==> config.mk <==
export PLATFORM = sky130hd
export DESIGN_NAME = zsdram_rw_arbiter
export DESIGN_NICKNAME = d
export VERILOG_FILES = /design/src/rtl/zsdram_rw_arbiter.sv
export SDC_FILE = /design/constraint.sdc
export NUM_CORES = 1
export LEC_CHECK = 0
export BUFFER_PORTS_ARGS = -buffer_cell sky130_fd_sc_hd__buf_4
export CORE_UTILIZATION = 49
export DETAILED_ROUTE_END_ITERATION = 8
export PLACE_DENSITY = 0.84
export SETUP_SLACK_MARGIN = 0.1
export SYNTH_ARGS = -nofsm -noshare
export SYNTH_HDL_FRONTEND = slang
export SYNTH_SLANG_ARGS = --single-unit
==> constraint.sdc <==
create_clock -name clk -period 5.75 [get_ports clk]
set_input_delay 0.575 -clock clk [delete_from_list [all_inputs] [get_ports clk]]
set_output_delay 0.575 -clock clk [all_outputs]
set_load 0.02 [all_outputs]
==> src/rtl/zsdram_rw_arbiter.sv <==
`default_nettype none
// ============================================================================
// Module   : zsdram_rw_arbiter
// Purpose  : N-channel read/write arbiter in front of the single-port SDRAM
//            base controller. Picks one requesting client (fixed priority or
//            round robin), registers its address/data/direction toward the
//            controller, routes done / read data back, and aborts a stalled
//            transaction through a watchdog.
// Ports    : clk, rst_n            clock, asynchronous active-low reset
//            i_en                  allow new grants
//            i_req/i_ch_we         per-channel request level / direction
//            i_ch_addr/i_ch_wdata  packed per-channel address / write data
//            o_ch_done/o_ch_rdata  completion pulse / read data to clients
//            o_grant/o_busy        one-hot owner / transaction in progress
//            o_timeout_err         watchdog fired (one clock)
//            o_sd_call/o_sd_addr/o_sd_wdata   command to SDRAM controller
//            i_sd_done/i_sd_rdata             response from SDRAM controller
// Revision : 1.0 - initial release
// ============================================================================
module zsdram_rw_arbiter #(
  parameter int NUM_CH  = 2,
  parameter int ADDR_W  = 24,
  parameter int DATA_W  = 16,
  parameter int MODE    = 1,
  parameter int TIMEOUT = 4096
) (
  input  logic                     clk,
  input  logic                     rst_n,
  input  logic                     i_en,
  input  logic [NUM_CH-1:0]        i_req,
  input  logic [NUM_CH-1:0]        i_ch_we,
  input  logic [NUM_CH*ADDR_W-1:0] i_ch_addr,
  input  logic [NUM_CH*DATA_W-1:0] i_ch_wdata,
  output logic [NUM_CH-1:0]        o_ch_done,
  output logic [DATA_W-1:0]        o_ch_rdata,
  output logic [NUM_CH-1:0]        o_grant,
  output logic                     o_busy,
  output logic                     o_timeout_err,
  output logic [1:0]               o_sd_call,
  output logic [ADDR_W-1:0]        o_sd_addr,
  output logic [DATA_W-1:0]        o_sd_wdata,
  input  logic [1:0]               i_sd_done,
  input  logic [DATA_W-1:0]        i_sd_rdata
);

  localparam int PW = (NUM_CH > 1) ? $clog2(NUM_CH) : 1;
  localparam int CW = (TIMEOUT > 1) ? $clog2(TIMEOUT) : 1;
  localparam bit c_WD_EN = (TIMEOUT != 0);
  localparam logic [NUM_CH-1:0] c_ONE = {{(NUM_CH-1){1'b0}}, 1'b1};

  localparam logic [1:0] c_ST_IDLE    = 2'd0;
  localparam logic [1:0] c_ST_WAIT    = 2'd1;
  localparam logic [1:0] c_ST_RELEASE = 2'd2;

  logic [1:0]        r_state;
  logic [PW-1:0]     r_ptr;
  logic [CW-1:0]     r_wd_cnt;
  logic [NUM_CH-1:0] r_grant;
  logic [NUM_CH-1:0] r_ch_done;
  logic [DATA_W-1:0] r_ch_rdata;
  logic              r_busy;
  logic              r_tmo;
  logic [1:0]        r_sd_call;
  logic [ADDR_W-1:0] r_sd_addr;
  logic [DATA_W-1:0] r_sd_wdata;

  logic [PW-1:0]     w_scan;
  logic [PW-1:0]     w_win_idx;
  logic              w_win_vld;
  logic [ADDR_W-1:0] w_win_addr;
  logic [DATA_W-1:0] w_win_wdata;
  logic              w_win_we;
  logic              w_match;
  logic              w_wd_fire;

  // Winner scan: in round-robin mode the scan starts at r_ptr and wraps, in
  // fixed-priority mode it starts at index 0. First set request wins.
  always_comb begin
    w_scan    = '0;
    w_win_idx = '0;
    w_win_vld = 1'b0;
    for (int i = 0; i < NUM_CH; i++) begin
      if (MODE == 0) w_scan = PW'(i);
      else           w_scan = PW'((int'(r_ptr) + i) % NUM_CH);
      if (!w_win_vld && i_req[w_scan]) begin
        w_win_vld = 1'b1;
        w_win_idx = w_scan;
      end
    end
  end

  always_comb begin
    w_win_addr  = i_ch_addr[int'(w_win_idx)*ADDR_W +: ADDR_W];
    w_win_wdata = i_ch_wdata[int'(w_win_idx)*DATA_W +: DATA_W];
    w_win_we    = i_ch_we[w_win_idx];
  end

  // Only the done bit matching the registered direction completes the
  // transaction; r_sd_call[1] is the write flag of the owned transaction.
  assign w_match   = r_sd_call[1] ? i_sd_done[1] : i_sd_done[0];
  assign w_wd_fire = c_WD_EN && (r_wd_cnt == CW'(TIMEOUT - 1));

  always_ff @(posedge clk or negedge rst_n) begin
    if (!rst_n) begin
      r_state    <= c_ST_IDLE;
      r_ptr      <= '0;
      r_wd_cnt   <= '0;
      r_grant    <= '0;
      r_ch_done  <= '0;
      r_ch_rdata <= '0;
      r_busy     <= 1'b0;
      r_tmo      <= 1'b0;
      r_sd_call  <= 2'b00;
      r_sd_addr  <= '0;
      r_sd_wdata <= '0;
    end else begin
      r_ch_done <= '0;
      r_tmo     <= 1'b0;
      case (r_state)
        c_ST_IDLE: begin
          if (i_en && w_win_vld) begin
            r_grant    <= c_ONE << w_win_idx;
            r_sd_addr  <= w_win_addr;
            r_sd_wdata <= w_win_wdata;
            r_sd_call  <= w_win_we ? 2'b10 : 2'b01;
            r_busy     <= 1'b1;
            r_wd_cnt   <= '0;
            if (int'(w_win_idx) == NUM_CH - 1) r_ptr <= '0;
            else                               r_ptr <= w_win_idx + 1'b1;
            r_state    <= c_ST_WAIT;
          end
        end
        c_ST_WAIT: begin
          if (w_match || w_wd_fire) begin
            // Done pulse goes to the current owner; rdata only on a real read
            // completion, never on a write or a watchdog abort.
            r_ch_done <= r_grant;
            if (w_match && !r_sd_call[1]) r_ch_rdata <= i_sd_rdata;
            r_tmo     <= !w_match;
            r_sd_call <= 2'b00;
            r_grant   <= '0;
            r_busy    <= 1'b0;
            r_state   <= c_ST_RELEASE;
          end else begin
            r_wd_cnt <= r_wd_cnt + 1'b1;
          end
        end
        c_ST_RELEASE: begin
          // One idle clock so the client can drop req before re-arbitration.
          r_state <= c_ST_IDLE;
        end
        default: begin
          r_state <= c_ST_IDLE;
        end
      endcase
    end
  end

  assign o_ch_done     = r_ch_done;
  assign o_ch_rdata    = r_ch_rdata;
  assign o_grant       = r_grant;
  assign o_busy        = r_busy;
  assign o_timeout_err = r_tmo;
  assign o_sd_call     = r_sd_call;
  assign o_sd_addr     = r_sd_addr;
  assign o_sd_wdata    = r_sd_wdata;

endmodule
`default_nettype wire
==> out/results.tsv <==
metric	value	unit
power.share.sequential	0.377	
violations	design-rule violations	
dieArea	0.00714	mm2
hold_class	in2async	
intPower	0.00151	W
netlist_area	0.00334	mm2
critPathTopFamily	simple AND/OR/NAND/NOR gates	
die-height	84.5	um
viasPerCell	5.83	
clock_skew	0.00754	ns
cts_buffer_depth	2	
cts_tree	built	
rsz0062_at_grt	no	
arrival	2.45	ns
required	5.98	ns
synth.distinct_cells	41	
drive_above_1_share	0.468	
ys_warn_count	0	
synthCells	285	
endpoint_kind	flop	
worst_pin_slew	1.20	ns
grt_pass1_wl	14.4	mm
synthArstFlopShare	1.00	
areaGrowthSynthToFinish	44.8	%
maxSlewHeadroom	0.199	
cap_viol_max_count	0	
swShare	0.392	
synth_top_family_by_area	compound AO/OA/AOI/OAI gates	
cts_root_buf	clkbuf_8	
hold_buffers	0	
synthXorXnorAreaFrac	0	
fp.dieW	84.5	um
drtIter0Drc	327	
fillerInstances	461	
post-route-min-period	2.22	ns
seq_area_frac_synth	0.593	
ys_ff_latch	79	
numCtsBuffers	9	
vias	3079	
start_util	0.516	
grt_usage	0.261	
r2r_cells	3	
start_kind	flop	
pwr_density_cell	515	mW/mm2
fin_crit_sh	0.386	
synth_mux_area_frac	0.0600	
core	0.00646	mm2
postCtsSetupBuffers	0	
grt_pass1_vias	2887	
setup_viol	0	
clk_pin_slew	0.08	ns
gr-total-overflow	0	
run_status	finished, violations left	
path_depth	3	
synthFlopType	dfrtp_1	
ff2ff_setup_slack	3.53	ns
core.rowCount	29	
synth_compound_area_frac	0.192	
grt_start_max_net_pins	80	
hold_ws	0.367	ns
path_class	reg2reg	
drtPass1Iterations	9	
vdd_drop_max	0.000322	V
max_freq	451	MHz
synth_edf_count	0	
cts.htree.levels	3	
drcViolationCount	7	
nets	552	
io_buffer_count	168	
switchingPower	0.000975	W
avgSynthCellArea	11.7	um2
crit_slowest_cell	nor3b_2	
place_congestion	0.825	
cts_resized	0	
critical_path_buf_inv_count	0	
cpPeakStageDelay	0.98	ns
routedWlPerCell	17.6	um
crit-reg2reg-launch	r_state[1]	
fin_setup_tns	0	ns
worstReg2RegEnd	o_ch_rdata[3]	
antenna_found_initial	0	
clock_sinks	79	
hold_viol	0	
ios	169	
leakage	2.51	nW
clk_latency	0.35	ns
crit_fanout	16	
num_antenna_cells	0	
drt_wl_total	9.32	mm
crit_chain	nand2b_1, nor3b_2, mux2_2	
combPwrFrac	0.459	
synth_nets	391	
synthAdderAreaFrac	0.00375	
synth-simple-area-share	0.0773	
slew_viol_final	0	
clkPwrFrac	0.164	
hpwl	6.57	mm
drtAntennaViolNets	0	
==> synthesized netlist by cell type, types with 7 or more instances <==
master | number | share of area
a222oi_1 | 40 | 0.12
mux2_2 | 16 | 0.054
o21ai_0 | 7 | 0.011
nand2_1 | 14 | 0.016
clkbuf_1 | 15 | 0.017
a21oi_1 | 7 | 0.011
inv_1 | 42 | 0.047
a31oi_1 | 11 | 0.021
dfrtp_1 | 79 | 0.59
==> sequential cells by signal (all words and copies together) (netlist names) <==
signal         flops
r_wd_cnt          12
r_ptr              1
o_sd_call          2
r_state            2
o_sd_wdata        16
o_timeout_err      1
o_busy             1
o_ch_rdata        16
o_grant            2
o_ch_done          2
o_sd_addr         24
==> worst reg2reg max path, cell delays in order (launching register included) <==
cell      delay, ns
dfrtp_1        0.39
nand2b_1       0.30
nor3b_2        0.98
mux2_2         0.43
==> worst max path at each step <==
stage	from	to	slack, ns
6_report	r_state[1]	o_ch_rdata[3]	3.53
4_1_cts	r_state[1]	o_ch_rdata[6]	3.50
3_3_place_gp	i_en	r_wd_cnt[9]	3.39
3_5_place_dp	i_en	r_wd_cnt[6]	3.29
2_1_floorplan	r_wd_cnt[0]	r_wd_cnt[1]	3.83
5_1_grt	r_state[1]	o_ch_rdata[3]	3.32
==> cell type report <==
type,instances,area [um2],share of cell area
inverters,43,161,0.0334
clock inverters,6,60.1,0.0124
well taps,77,96.3,0.0199
clock buffers,10,138,0.0285
multi-input cells,143,1120,0.232
flip-flops and latches,79,1980,0.409
repair buffers,170,1280,0.264
==> metrics by stage <==
stage | total power [W] | util | worst slack [ns] | instance area, um2 | cells
after global placement | 0.00205 | 0.717 | 3.39 | 4630 | 512
final | 0.00249 | 0.748 | 3.53 | 4830 | 528
after detailed placement | 0.00209 | 0.717 | 3.29 | 4630 | 512
after CTS | 0.00250 | 0.748 | 3.50 | 4830 | 528
after global routing | 0.00262 | 0.748 | 3.32 | 4830 | 528
after floorplan | 0.00158 | - | 3.83 | 3340 | 285
==> power by group through the flow <==
stage               sequential (W)  combinational, W  clock [W]
floorplan                  0.00118          0.000404          0
global placement          0.000932           0.00112          0
detailed placement        0.000938           0.00115          0
CTS                       0.000936           0.00115   0.000415
global route              0.000962           0.00122   0.000439
finish                    0.000939           0.00114   0.000407
==> logic make-up (layout without fill, tap and decap cells) <==
group           count (synthesis)  in the layout
compound gates                 78             78
fa+ha+maj                       1              1
buf+inv                        63            229
flops                          79             79
mux                            18             18
simple gates                   46             46
==> layout by cell type (no fill, tap or decap), drive strengths merged, types with 2 or more instances in the layout <==
cell	synthesis	layout
buf	5	170
dfrtp	79	79
inv	43	43
a222oi	40	40
mux2	16	16
nand2	14	14
a31oi	11	11
clkbuf	15	10
a21oi	8	8
o21ai	8	8
nand3	5	5
nor2	4	4
and3	4	4
o21a	4	4
and2	3	3
nor3	3	3
clkinv	0	3
mux2i	2	2
nand2b	2	2
nor4	2	2
o211ai	2	2
clkinvlp	0	2
nand4	2	2
nor3b	2	2
==> routing by layer <==
metal,vias to the layer above,part of all wire,GRT usage
met4,0,0.026,0.0971
met1,1493,0.39,0.335
met2,178,0.51,0.422
li1,1390,-,-
met3,18,0.075,0.0787
met5,-,0,0
Note: power is estimated with default switching activity, not from simulation.
